--- config.mk ---
export PLATFORM = sky130hd
export DESIGN_NAME = delay_buffer_ctrl
export DESIGN_NICKNAME = d
export VERILOG_FILES = /design/src/rtl/delay_buffer_ctrl.sv
export SDC_FILE = /design/constraint.sdc
export NUM_CORES = 1
export LEC_CHECK = 0
export ABC_AREA = 1
export CAP_MARGIN = 20
export CORE_MARGIN = 2
export CORE_UTILIZATION = 55
export DETAILED_ROUTE_END_ITERATION = 8
export PLACE_DENSITY = 0.88
export SYNTH_ARGS = -nofsm -noshare
export SYNTH_HDL_FRONTEND = slang
export SYNTH_SLANG_ARGS = --single-unit
--- constraint.sdc ---
create_clock -name clk -period 2.8 [get_ports clk]
set_input_delay 0.42 -clock clk [delete_from_list [all_inputs] [get_ports clk]]
set_output_delay 0.42 -clock clk [all_outputs]
set_load 0.02 [all_outputs]
--- src/rtl/delay_buffer_ctrl.sv ---
// rtl/delay_buffer_ctrl.sv - frame sequencer and latency-matched sideband for an FFT delay buffer
module delay_buffer_ctrl #(
    parameter int DELAY     = 3,
    parameter int FRAME_LEN = 16,
    parameter int GROUP     = 4,
    parameter int CNT_W     = 4,
    parameter int SEL_W     = 2,
    parameter int FCNT_W    = 16
) (
    input  logic              clk,
    input  logic              rst_n,
    input  logic              in_valid,
    input  logic              in_sop,
    output logic [CNT_W-1:0]  in_idx,
    output logic              in_accept,
    output logic              out_valid,
    output logic              out_sop,
    output logic              out_eop,
    output logic [SEL_W-1:0]  out_sel,
    output logic              frame_done,
    output logic              err_frame,
    output logic              busy,
    output logic [FCNT_W-1:0] frame_cnt
);
    localparam int FL_W = (DELAY > 1) ? $clog2(DELAY) : 1;
    localparam int GRP_SH = $clog2(GROUP);
    localparam logic [CNT_W-1:0] LAST_IDX   = CNT_W'(FRAME_LEN - 1);
    localparam logic [FL_W-1:0]  FLUSH_INIT = FL_W'(DELAY - 1);

    typedef enum logic [1:0] {IDLE, RUN, FLUSH} state_t;

    state_t            state_q, state_d;
    logic [CNT_W-1:0]  cnt_q, cnt_d;
    logic [FL_W-1:0]   flush_q, flush_d;
    logic              err_q, err_d;
    logic [FCNT_W-1:0] fcnt_q;
    logic [DELAY-1:0]  vld_q, sop_q, eop_q;
    logic [SEL_W-1:0]  sel_q [DELAY];
    logic              sop_in, eop_in;
    logic [SEL_W-1:0]  sel_in;

    always_comb begin
        state_d   = state_q;
        cnt_d     = cnt_q;
        flush_d   = flush_q;
        err_d     = 1'b0;
        in_accept = 1'b0;
        in_idx    = '0;
        unique case (state_q)
            IDLE: begin
                if (in_valid) begin
                    if (in_sop) begin
                        in_accept = 1'b1;
                        cnt_d     = CNT_W'(1);
                        state_d   = RUN;
                    end else begin
                        err_d = 1'b1;
                    end
                end
            end
            RUN: begin
                in_idx = in_sop ? '0 : cnt_q;
                if (in_valid) begin
                    in_accept = 1'b1;
                    // A premature sop abandons the open frame and restarts at index 0.
                    if (in_sop) begin
                        err_d = 1'b1;
                        cnt_d = CNT_W'(1);
                    end else if (cnt_q == LAST_IDX) begin
                        cnt_d   = '0;
                        flush_d = FLUSH_INIT;
                        state_d = FLUSH;
                    end else begin
                        cnt_d = cnt_q + CNT_W'(1);
                    end
                end
            end
            FLUSH: begin
                if (in_valid && in_sop) begin
                    in_accept = 1'b1;
                    cnt_d     = CNT_W'(1);
                    state_d   = RUN;
                end else begin
                    err_d = in_valid;
                    if (flush_q == '0) state_d = IDLE;
                    else               flush_d = flush_q - FL_W'(1);
                end
            end
            default: state_d = IDLE;
        endcase
    end

    assign sop_in = in_accept && (in_idx == '0);
    assign eop_in = in_accept && (in_idx == LAST_IDX);
    assign sel_in = in_accept ? SEL_W'(in_idx >> GRP_SH) : '0;

    always_ff @(posedge clk or negedge rst_n) begin
        if (!rst_n) begin
            state_q <= IDLE;
            cnt_q   <= '0;
            flush_q <= '0;
            err_q   <= 1'b0;
            fcnt_q  <= '0;
            vld_q   <= '0;
            sop_q   <= '0;
            eop_q   <= '0;
            for (int i = 0; i < DELAY; i++) sel_q[i] <= '0;
        end else begin
            state_q <= state_d;
            cnt_q   <= cnt_d;
            flush_q <= flush_d;
            err_q   <= err_d;
            if (eop_q[DELAY-1]) fcnt_q <= fcnt_q + FCNT_W'(1);
            for (int i = DELAY - 1; i > 0; i--) begin
                vld_q[i] <= vld_q[i-1];
                sop_q[i] <= sop_q[i-1];
                eop_q[i] <= eop_q[i-1];
                sel_q[i] <= sel_q[i-1];
            end
            vld_q[0] <= in_accept;
            sop_q[0] <= sop_in;
            eop_q[0] <= eop_in;
            sel_q[0] <= sel_in;
        end
    end

    assign out_valid  = vld_q[DELAY-1];
    assign out_sop    = sop_q[DELAY-1];
    assign out_eop    = eop_q[DELAY-1];
    assign out_sel    = sel_q[DELAY-1];
    assign frame_done = eop_q[DELAY-1];
    assign err_frame  = err_q;
    assign frame_cnt  = fcnt_q;
    assign busy       = (state_q != IDLE) || (|vld_q);
endmodule

==> flow_summary_export.csv <==
group,metric,value,unit
synth,synth_area_leaders,"dfrtp_1 (55%), nand2_1 (11%), inv_1 (6.4%), xor2_1 (3.9%), nor2_1 (3.5%)",
routing,vias,1403,
layout,drive_above_1_share,0.0875,
routing,ant_nets,0,
routing,viasPerCell,4.94,
flow_run,drv_cap,0,
timing,tns,0,ns
clock_network,cts_hold_buffers,0,
place,place_hpwl,2350,microns
setup_path,crit_path_end_kind,"output port",
min_path,hp-class,"primary input to asynchronous set/reset pin",
synth,syn_inst,204,
layout,nets,247,
synth,syn_area_per_cell,8.88,sq um
timing,hold_violations,0,
power,clockPowerShare,0.290,
synth,synth_top_area_cell,"dfrtp_1",
timing,grt_setup_unrepaired,"no",
clock_network,clockBufferDepth,2,
power,power.leakage,0.00112,uW
power,p_switching,493,uW
routing,drc_errors,0,
floorplan,die_y,61.4,microns
floorplan,dieArea,3770,sq um
synth,syn_area,1810,sq um
clock_network,numCtsBuffers,5,
timing,max_slew.worst_pin.slew,0.833,ns
layout,n_antenna_cell,0,
floorplan,start_util,0.584,
routing,avgRoutedWirePerCell,11.4,microns
clock_network,clk_pin_slew_worst_paths,0.12,ns
setup_path,worstSetupPathType,"primary input to output port",
global_routing,grt_max_degree,41,
routing,wirelength,3230,microns
floorplan,die_x,61.4,microns
timing,finClkSkew,0.0127,ns
timing,slew_headroom,0.445,
place,gp_congestion,0.845,
power,comb_power_share,0.252,
clock_network,clock-sinks,40,
power,power_density,690,nW/um^2
timing,finalCriticalPeriod,2.50,ns
synth,yosysUniqueCellTypes,21,
timing,fin_crit_sh,0.893,
floorplan,rows,20,
global_routing,antenna_found_initial,0,
layout,syn2layout_area_growth,24.6,%
place,post-place-cells,277,
synth,synthesis.nets,211,
floorplan,num_io_pins,33,
setup_path,arrival,2.08,ns
routing,drt_iter0_drc,49,
floorplan,core,3100,sq um
outcome,status,"complete, no violations",
clock_network,post_cts_buffers,0,
power,p_int,1060,uW
setup_path,cp_data_required_time,2.38,ns
timing,maxSlewViolCount,0,
timing,setup_viol,0,
power,max-vdd-ir-drop,0.502,mV
timing,clock.fmax,400,MHz
routing,first_pass_iters,7,
clock_network,htreeDepth,2,
power,swShare,0.316,
clock_network,root_buffer,"clkbuf_4",
global_routing,grt_overflow,0,
layout,fin_cells,284,
layout,most-common-layout-cells,"nand2_1 (54), dfrtp_1 (40), inv_1 (31), clkdlybuf4s50_1 (31), nor2_1 (17)",
global_routing,grt.total_usage,0.205,
place,portBuffers,32,
layout,final_common_cell,"nand2_1",
synth,ys_ff_latch,40,
synth,seq_area_frac_synth,0.552,
global_routing,grt_pass1_wl,5640,microns
setup_path,cp-start-kind,"primary input",
clock_network,clkLatencyLatePin,0.34,ns
clock_network,cts_resized,0,
synth,yosys_warnings,0,
clock_network,cts_tree,"yes",
power,p_seq_frac,0.458,
synth,yosysTopAreaCellShare,0.552,
global_routing,first_global_vias,1348,
setup_path,path_max_fanout,7,
final timing paths:
path	from	endpoint	slack, ns	depth (start not counted)
setup / recovery	in_sop	in_accept	0.30	6
hold / removal	rst_n	frame_cnt[3]$_DFFE_PN0P_	0.17	1
setup reg to reg	frame_cnt[0]$_DFFE_PN0P_	frame_cnt[8]$_DFFE_PN0P_	1.42	7
hold reg to reg	sel_q[4]$_DFF_PN0_	sel_q[2]$_DFF_PN0_	0.36	0
max in group asynchronous	rst_n	frame_cnt[13]$_DFFE_PN0P_	2.11	1
min in group clk	sel_q[4]$_DFF_PN0_	sel_q[2]$_DFF_PN0_	0.36	0
power groups by stage:
stage | clock (uW) | sequential, uW | combinational, uW
finish | 452 | 714 | 392
floorplan | 0 | 723 | 255
CTS | 463 | 713 | 393
global route | 486 | 725 | 440
global placement | 0 | 719 | 381
detailed placement | 0 | 721 | 393
cell usage after synthesis:
master,n
nor2_1,17
xnor2_1,2
nand4_1,2
a31oi_1,1
nor2_4,4
nand2_2,3
inv_2,2
nor3_1,6
buf_4,3
xor2_1,8
nand3_1,10
dfrtp_1,40
nand3_2,2
nand2_4,1
o21ai_0,8
ha_1,3
nand3b_1,1
a21oi_1,5
nor2_2,1
nand2_1,54
inv_1,31
cell type report:
| cell class | instances | area [sq um] |
|---|---|---|
| fill | 251 | 846 |
| sequential | 40 | 1000 |
| tap | 44 | 55.1 |
| clock inverter | 2 | 60.1 |
| inverter | 33 | 124 |
| multi-input combinational | 128 | 664 |
| clock buffer | 5 | 37.5 |
| timing repair buffer | 32 | 315 |
critical path, cell delays in order:
cell and delay (ns):
clkdlybuf4s50_1 0.54, inv_1 0.11, nand2_4 0.08, nand3_2 0.13, inv_1 0.16, clkdlybuf4s50_1 0.62
flip-flops by register name, indices dropped and copies added, names as in the netlist:
register and cells:
out_sel 2, err_frame 1, state_q 2, vld_q 3, cnt_q 4, sel_q 4
eop_q 3, sop_q 3, frame_cnt 16, flush_q 2
cells by family (layout without fill, tap and decap cells):
group,after synthesis,in the layout,synth area share
simple gates,101,101,0.258
flops,40,40,0.552
buf+inv,36,72,0.0808
compound gates,14,14,0.0394
xor+xnor,10,10,0.0483
fa+ha+maj,3,3,0.0207
metal layers:
layer / routed length [microns] / part of all wire / vias up / track usage
li1: - / - / 695 / -
met1: 1370 / 0.43 / 661 / 0.257
met2: 1650 / 0.51 / 41 / 0.337
met3: 165 / 0.051 / 6 / 0.0588
met4: 41 / 0.013 / 0 / 0.0821
met5: 0 / 0 / - / 0
stage by stage:
stage                     power [uW]  hold WS, ns  setup slack (ns)   util  instance area (sq um)
after CTS                       1570        0.185             0.301  0.727                   2260
final                           1560        0.166             0.300  0.727                   2260
after global placement          1100        0.332             0.354  0.696                   2160
after floorplan                  978        0.124              1.34      -                   1810
after detailed placement        1110        0.336             0.306  0.696                   2160
after global routing            1650        0.227             0.201  0.727                   2260
No activity file was read; power rests on OpenSTA's default activity.
